--- src/rtl/buzzer_arbiter.sv ---
// buzzer_arbiter: fastest-finger-first arbiter for a quiz round.
// Arms on the rising edge of q_active, times the response in ms, grants exactly
// one player by round-robin among simultaneous press edges, locks the rest out,
// and flags a timeout when nobody answers within TIMEOUT_MS.
// Optional feature macro: FALSE_START_PENALTY_EN (players pressing while no
// question is open are locked out of the next question).
`timescale 1ns/1ps

module buzzer_arbiter #(
  parameter int N_PLAYERS    = 3,
  parameter int TICKS_PER_MS = 50000,
  parameter int TIME_W       = 14,
  parameter int TIMEOUT_MS   = 10000
) (
  input  logic                 clk,
  input  logic                 reset,
  input  logic                 q_active,
  input  logic [N_PLAYERS-1:0] buzz,
  output logic [N_PLAYERS-1:0] grant,
  output logic                 grant_valid,
  output logic [TIME_W-1:0]    winner_time,
  output logic                 timeout,
  output logic [N_PLAYERS-1:0] lockout
);

  localparam int PTR_W = (N_PLAYERS > 1) ? $clog2(N_PLAYERS) : 1;
  localparam int PRE_W = (TICKS_PER_MS > 1) ? $clog2(TICKS_PER_MS) : 1;
  localparam logic [PRE_W-1:0]  PRE_LAST = PRE_W'(TICKS_PER_MS - 1);
  localparam logic [TIME_W-1:0] MS_LIMIT = TIME_W'(TIMEOUT_MS);
  localparam logic [PTR_W-1:0]  PTR_LAST = PTR_W'(N_PLAYERS - 1);

  typedef enum logic [1:0] {IDLE, ARMED, GRANTED, EXPIRED} state_t;

  state_t state_q, state_d;

  logic [N_PLAYERS-1:0] buzz_q;
  logic                 q_active_q;
  logic [PRE_W-1:0]     prescaler, prescaler_d;
  logic [TIME_W-1:0]    ms_cnt, ms_cnt_d;
  logic [PTR_W-1:0]     rr_ptr, rr_ptr_d;

  logic [N_PLAYERS-1:0] grant_d;
  logic                 grant_valid_d;
  logic [TIME_W-1:0]    winner_time_d;
  logic                 timeout_d;
  logic [N_PLAYERS-1:0] lockout_d;

  logic [N_PLAYERS-1:0] buzz_edge;
  logic [N_PLAYERS-1:0] press;
  logic [N_PLAYERS-1:0] arm_lockout;
  logic                 arm;

  logic                 win_found;
  logic [PTR_W-1:0]     win_idx;
  logic [N_PLAYERS-1:0] win_onehot;

  // A held button only produces one edge; locked-out players never count as presses.
  assign buzz_edge = buzz & ~buzz_q;
  assign press     = buzz_edge & ~lockout;
  assign arm       = q_active & ~q_active_q;

`ifdef FALSE_START_PENALTY_EN
  logic [N_PLAYERS-1:0] pending;

  // Remember players who jumped the gun while no question was open; hand them over at arm.
  always_ff @(posedge clk) begin
    if (reset) begin
      pending <= '0;
    end else if (state_q == IDLE) begin
      if (arm) begin
        pending <= '0;
      end else if (!q_active) begin
        pending <= pending | buzz_edge;
      end
    end
  end

  assign arm_lockout = pending;
`else
  assign arm_lockout = '0;
`endif

  // Round-robin pick: first pressing player at or above rr_ptr, else the first below it.
  always_comb begin
    win_found  = 1'b0;
    win_idx    = '0;
    win_onehot = '0;
    for (int i = 0; i < N_PLAYERS; i++) begin
      if (!win_found && press[i] && (i >= int'(rr_ptr))) begin
        win_found     = 1'b1;
        win_idx       = PTR_W'(i);
        win_onehot[i] = 1'b1;
      end
    end
    for (int i = 0; i < N_PLAYERS; i++) begin
      if (!win_found && press[i] && (i < int'(rr_ptr))) begin
        win_found     = 1'b1;
        win_idx       = PTR_W'(i);
        win_onehot[i] = 1'b1;
      end
    end
  end

  // Next-state and next-output logic; everything holds unless a transition changes it.
  always_comb begin
    state_d       = state_q;
    prescaler_d   = prescaler;
    ms_cnt_d      = ms_cnt;
    rr_ptr_d      = rr_ptr;
    grant_d       = grant;
    grant_valid_d = grant_valid;
    winner_time_d = winner_time;
    timeout_d     = timeout;
    lockout_d     = lockout;

    if (!q_active) begin
      state_d = IDLE;
    end else begin
      case (state_q)
        IDLE: begin
          if (arm) begin
            grant_d       = '0;
            grant_valid_d = 1'b0;
            timeout_d     = 1'b0;
            winner_time_d = '0;
            prescaler_d   = '0;
            ms_cnt_d      = '0;
            lockout_d     = arm_lockout;
            state_d       = ARMED;
          end
        end
        ARMED: begin
          if (prescaler == PRE_LAST) begin
            prescaler_d = '0;
            if (ms_cnt != MS_LIMIT) begin
              ms_cnt_d = ms_cnt + TIME_W'(1);
            end
          end else begin
            prescaler_d = prescaler + PRE_W'(1);
          end

          if (win_found) begin
            grant_d       = win_onehot;
            grant_valid_d = 1'b1;
            winner_time_d = ms_cnt;
            lockout_d     = ~win_onehot;
            rr_ptr_d      = (win_idx == PTR_LAST) ? '0 : win_idx + PTR_W'(1);
            state_d       = GRANTED;
          end else if (ms_cnt == MS_LIMIT) begin
            timeout_d = 1'b1;
            lockout_d = '1;
            state_d   = EXPIRED;
          end
        end
        default: begin
        end
      endcase
    end
  end

  // State, counters and outputs register with synchronous reset.
  always_ff @(posedge clk) begin
    if (reset) begin
      state_q     <= IDLE;
      prescaler   <= '0;
      ms_cnt      <= '0;
      rr_ptr      <= '0;
      grant       <= '0;
      grant_valid <= 1'b0;
      winner_time <= '0;
      timeout     <= 1'b0;
      lockout     <= '0;
    end else begin
      state_q     <= state_d;
      prescaler   <= prescaler_d;
      ms_cnt      <= ms_cnt_d;
      rr_ptr      <= rr_ptr_d;
      grant       <= grant_d;
      grant_valid <= grant_valid_d;
      winner_time <= winner_time_d;
      timeout     <= timeout_d;
      lockout     <= lockout_d;
    end
  end

  // Previous-cycle copies of the buttons and q_active for edge detection.
  always_ff @(posedge clk) begin
    if (reset) begin
      buzz_q     <= '0;
      q_active_q <= 1'b0;
    end else begin
      buzz_q     <= buzz;
      q_active_q <= q_active;
    end
  end

endmodule

--- config.mk ---
export PLATFORM = sky130hd
export DESIGN_NAME = buzzer_arbiter
export DESIGN_NICKNAME = d
export VERILOG_FILES = /design/src/rtl/buzzer_arbiter.sv
export SDC_FILE = /design/constraint.sdc
export NUM_CORES = 1
export LEC_CHECK = 0
export BUFFER_PORTS_ARGS = -buffer_cell sky130_fd_sc_hd__clkbuf_2
export CAP_MARGIN = 20
export CELL_PAD_IN_SITES_DETAIL_PLACEMENT = 2
export CELL_PAD_IN_SITES_GLOBAL_PLACEMENT = 2
export CORE_ASPECT_RATIO = 0.6
export CORE_MARGIN = 8
export CORE_UTILIZATION = 25
export DETAILED_ROUTE_END_ITERATION = 7
export PLACE_DENSITY_LB_ADDON = 0.12
export SETUP_SLACK_MARGIN = 0.02
export SYNTH_ARGS = -nofsm -noshare
export SYNTH_HDL_FRONTEND = slang
export SYNTH_SLANG_ARGS = --single-unit
--- constraint.sdc ---
create_clock -name clk -period 2.18 [get_ports clk]
set_clock_uncertainty 0.15 [all_clocks]
set_input_delay 0.218 -clock clk [delete_from_list [all_inputs] [get_ports clk]]
set_output_delay 0.218 -clock clk [all_outputs]
set_load 0.02 [all_outputs]
==> metrics.md <==
| Metric | Value |
|---|---|
| Busiest grt layer | met1 |
| Worst Tran Pin Value | 0.496 ns |
| Status | complete, no violations |
| Max Fclk | 0.486 GHz |
| GRT Util Overall | 13.9% |
| Post-Synthesis Cells | about 310 |
| GR Util met2 | a little under a fifth |
| Hold Crit Class | primary input to flip-flop |
| Max Cap Viol | 0 |
| DR vias | 2649 |
| Met3 usage | 4.14% |
| Delay-heaviest family, CP | simple AND/OR/NAND/NOR gates |
| Slowest CP cell | dfxtp_1 |
| Post-synth EDFFs | 0 |
| Mapped Area | ~2800 um^2 |
| FP Rows | 29 |
| Core area | 10700 um^2 |
| Crit path DAT | about 2.2 ns |
| Max rail drop VDD | approximately 0.38 mV |
| First-pass GRT wire length | about 16000 um |
| HPWL Detailed | 7210 um |
| ANT nets after route | 0 |
| Clock buffer depth | 2 |
| Post-layout util | between 30% and 40% |
| Initial DRC count | roughly 130 |
| Final #Nets | 393 |
| Startpoint Class | flip-flop |
| Area Growth Syn to Fin | 33.7% |
| Synth Area in Compound Gates | between 10% and 20% |
| Slowest stage delay, CP | 0.42 ns |
| H-Tree Level Count | 3 |
| Synthesized flop and latch total | 60 |
| Critical Path, Cell by Cell | and4bb_2, a41o_2, nand3_4, buf_4, or3_1, a21oi_1 |
| Routed vias/inst | 5.02 |
| Initial Utilization | 25.9% |
| CTS root buf | clkbuf_16 |
| DRC errors left | 0 |
| Simple-gate area share of the yosys netlist | between 30% and 40% |
| PortBufs | 27 |
| Grt met1 use | 20.2% |
| Die X-Extent | approximately 150 um |
| RSZ-0062 raised after global routing | true |
| Skew-Pair Late Insertion Delay | 0.33 ns |
| Syn. warnings | 0 |
| CP endpoint kind | flip-flop |
| Vias in the first global route | 2823 |
| Synth top area cells | dfxtp_1 (44%), nor2_1 (5.4%), a21oi_1 (5.1%), a22oi_1 (4.4%), nand4_1 (2.9%) |
| Chip Height | 97.4 um |
| Post-synthesis mux area share | 0% |
| Initial antenna violation count | 0 |
| CP Max Fanout | 12 |
| CTS sink cnt | 60 |
| Final setup fails | 0 |
| Asr flop ratio synth | 0% |
| Synth Net Count | 323 |
| Main synth FF type | dfxtp_1 |
| Clock transition at path regs | 0.05 ns |
| WP data required | 2.29 ns |
| Final WL | 9600 um |
| IO Count | 28 |
| Commonest non-fill, non-tap cells in the layout | dfxtp_1 (59), buf_4 (42), nor2_1 (40) |
| Post-synthesis adder-cell area fraction | about 1.4% |
| Worst Path Buf+Inv | 1 |
| Fin. Hold Viols | 0 |
| Pwr Total | 2.79 mW |
| Fraction of layout cells with a size suffix above 1 | 28.3% |
| Gr ovfl total | 0 |
| Power per cell area | between 700 and 800 nW/um^2 |
| Lkg Pwr | 1.37 nW |
| CTS tree | yes |
| Synth area leader | dfxtp_1 |
| Final Max Tran Viols | 0 |
| Final min period | around 2.1 ns |
| DR WL/cell | about 18 um |
| Mean Syn Cell Area | 8.79 um^2 |
| Die area | 14800 um^2 |
| Crit Path Class | flip-flop to flip-flop |
| Most common cell after layout, fill and taps aside | dfxtp_1 |
| Gpl congestion | ~0.75 |
| Diodes inserted | 0 |
| Worst slew margin | 66.5% |
| R2R Setup Slk | 0.12 ns |
| Total CTS buffers | 9 |
| Seq/Total Area, Yosys | 43.5% |
| Largest net degree at the start of global routing | 17 |
| 1st-pass router iterations | 4 |
| Share of the synthesized area in the top cell type | 43.5% |
| Synth Area in XOR/XNOR | around 3.2% |
| Tcrit/Tclk final | 94.5% |
| Largest family of logic cells by synthesized area | simple AND/OR/NAND/NOR gates |
| Netlist cell types | 53 |
synthesized netlist by cell type (3+ instances only):
cell and instances:
a21oi_1 28, a22oi_1 16, a311oi_1 3, and2_1 3, and4_1 3, buf_6 3
clkbuf_1 7, dfxtp_1 60, ha_1 3, inv_1 6, nand2_1 18, nand3_1 10
nand4_1 13, nor2_1 40, nor2b_1 7, nor3_1 8, nor3b_1 4, nor4b_1 3
o21ai_0 16, o31ai_1 4, or3_1 11, or4_1 3, xnor2_1 4, xor2_1 6
final cells by class:
| cell class | count | area (um^2) |
|---|---|---|
| fill | 1223 | 6980 |
| tap | 139 | 174 |
| clock buffer | 12 | 256 |
| clock inverter | 4 | 47.5 |
| multi-input combinational | 234 | 1490 |
| inverter | 6 | 22.5 |
| sequential | 60 | 1200 |
| timing repair buffer | 73 | 500 |
flip-flops by register name (all words and copies together) (netlist names):
register,cells
buzz_q,3
grant,3
grant_valid,1
lockout,3
ms_cnt,14
prescaler,16
q_active_q,1
rr_ptr,2
state_q,2
timeout,1
winner_time,14
worst paths after layout:
kind | start | cells past startpoint | end
worst min register to register | grant[2] | 2 | grant[2]
worst max-delay path | prescaler[8] | 6 | ms_cnt[4]
worst min-delay path | q_active | 3 | q_active_q
worst max register to register | prescaler[8] | 6 | ms_cnt[4]
worst reg2reg max path, cell delays in order (launching register included):
cell	delay, ns
dfxtp_1	0.42
and4bb_2	0.31
a41o_2	0.25
nand3_4	0.16
buf_4	0.21
or3_1	0.35
a21oi_1	0.15
repair_timing:
action                                 CTS  global route
setup endpoints to repair                5            34
pin swaps                                0             1
hold buffers                             3             0
gates resized for setup                  1             7
buffers inserted                         0             1
endpoints found under the hold margin    3             0
power by group:
| group | leakage, nW | internal (mW) | switching [mW] |
|---|---|---|---|
| Clock | 0.149 | 0.943 | 0.524 |
| Combinational | 0.735 | 0.0712 | 0.127 |
| Sequential | 0.485 | 1.11 | 0.0110 |
| Total | 1.37 | 2.12 | 0.662 |
per-stage QoR:
| step | area (um^2) | instances | setup WS, ns | TNS, ns | hold slack (ns) |
|---|---|---|---|---|---|
| after CTS | 3640 | 527 | 0.0246 | 0 | 0.0256 |
| after detailed placement | 3310 | 508 | -0.0676 | -0.154 | 0.305 |
| final | 3690 | 528 | 0.121 | 0 | 0.0473 |
| after global routing | 3690 | 528 | -0.00139 | -0.00139 | 0.0601 |
| after floorplan | 2760 | 314 | 0.186 | 0 | 0.196 |
| after global placement | 3310 | 508 | -0.126 | -0.246 | 0.292 |
metal layers:
metal,vias to the layer above,share of wire [%]
li1,1297,-
met1,1307,55
met2,38,40
met3,7,4.1
met4,0,0.85
met5,-,0
cells by family (layout without fill, tap and decap cells):
group	after synthesis	count (layout)
AND/OR/NAND/NOR	146	146
XOR/XNOR	10	10
buffers and inverters	20	95
AO/OA/AOI/OAI	75	75
adder cells (fa/ha/maj)	3	3
flip-flops	60	60
Power figures use the tool's default switching activity.
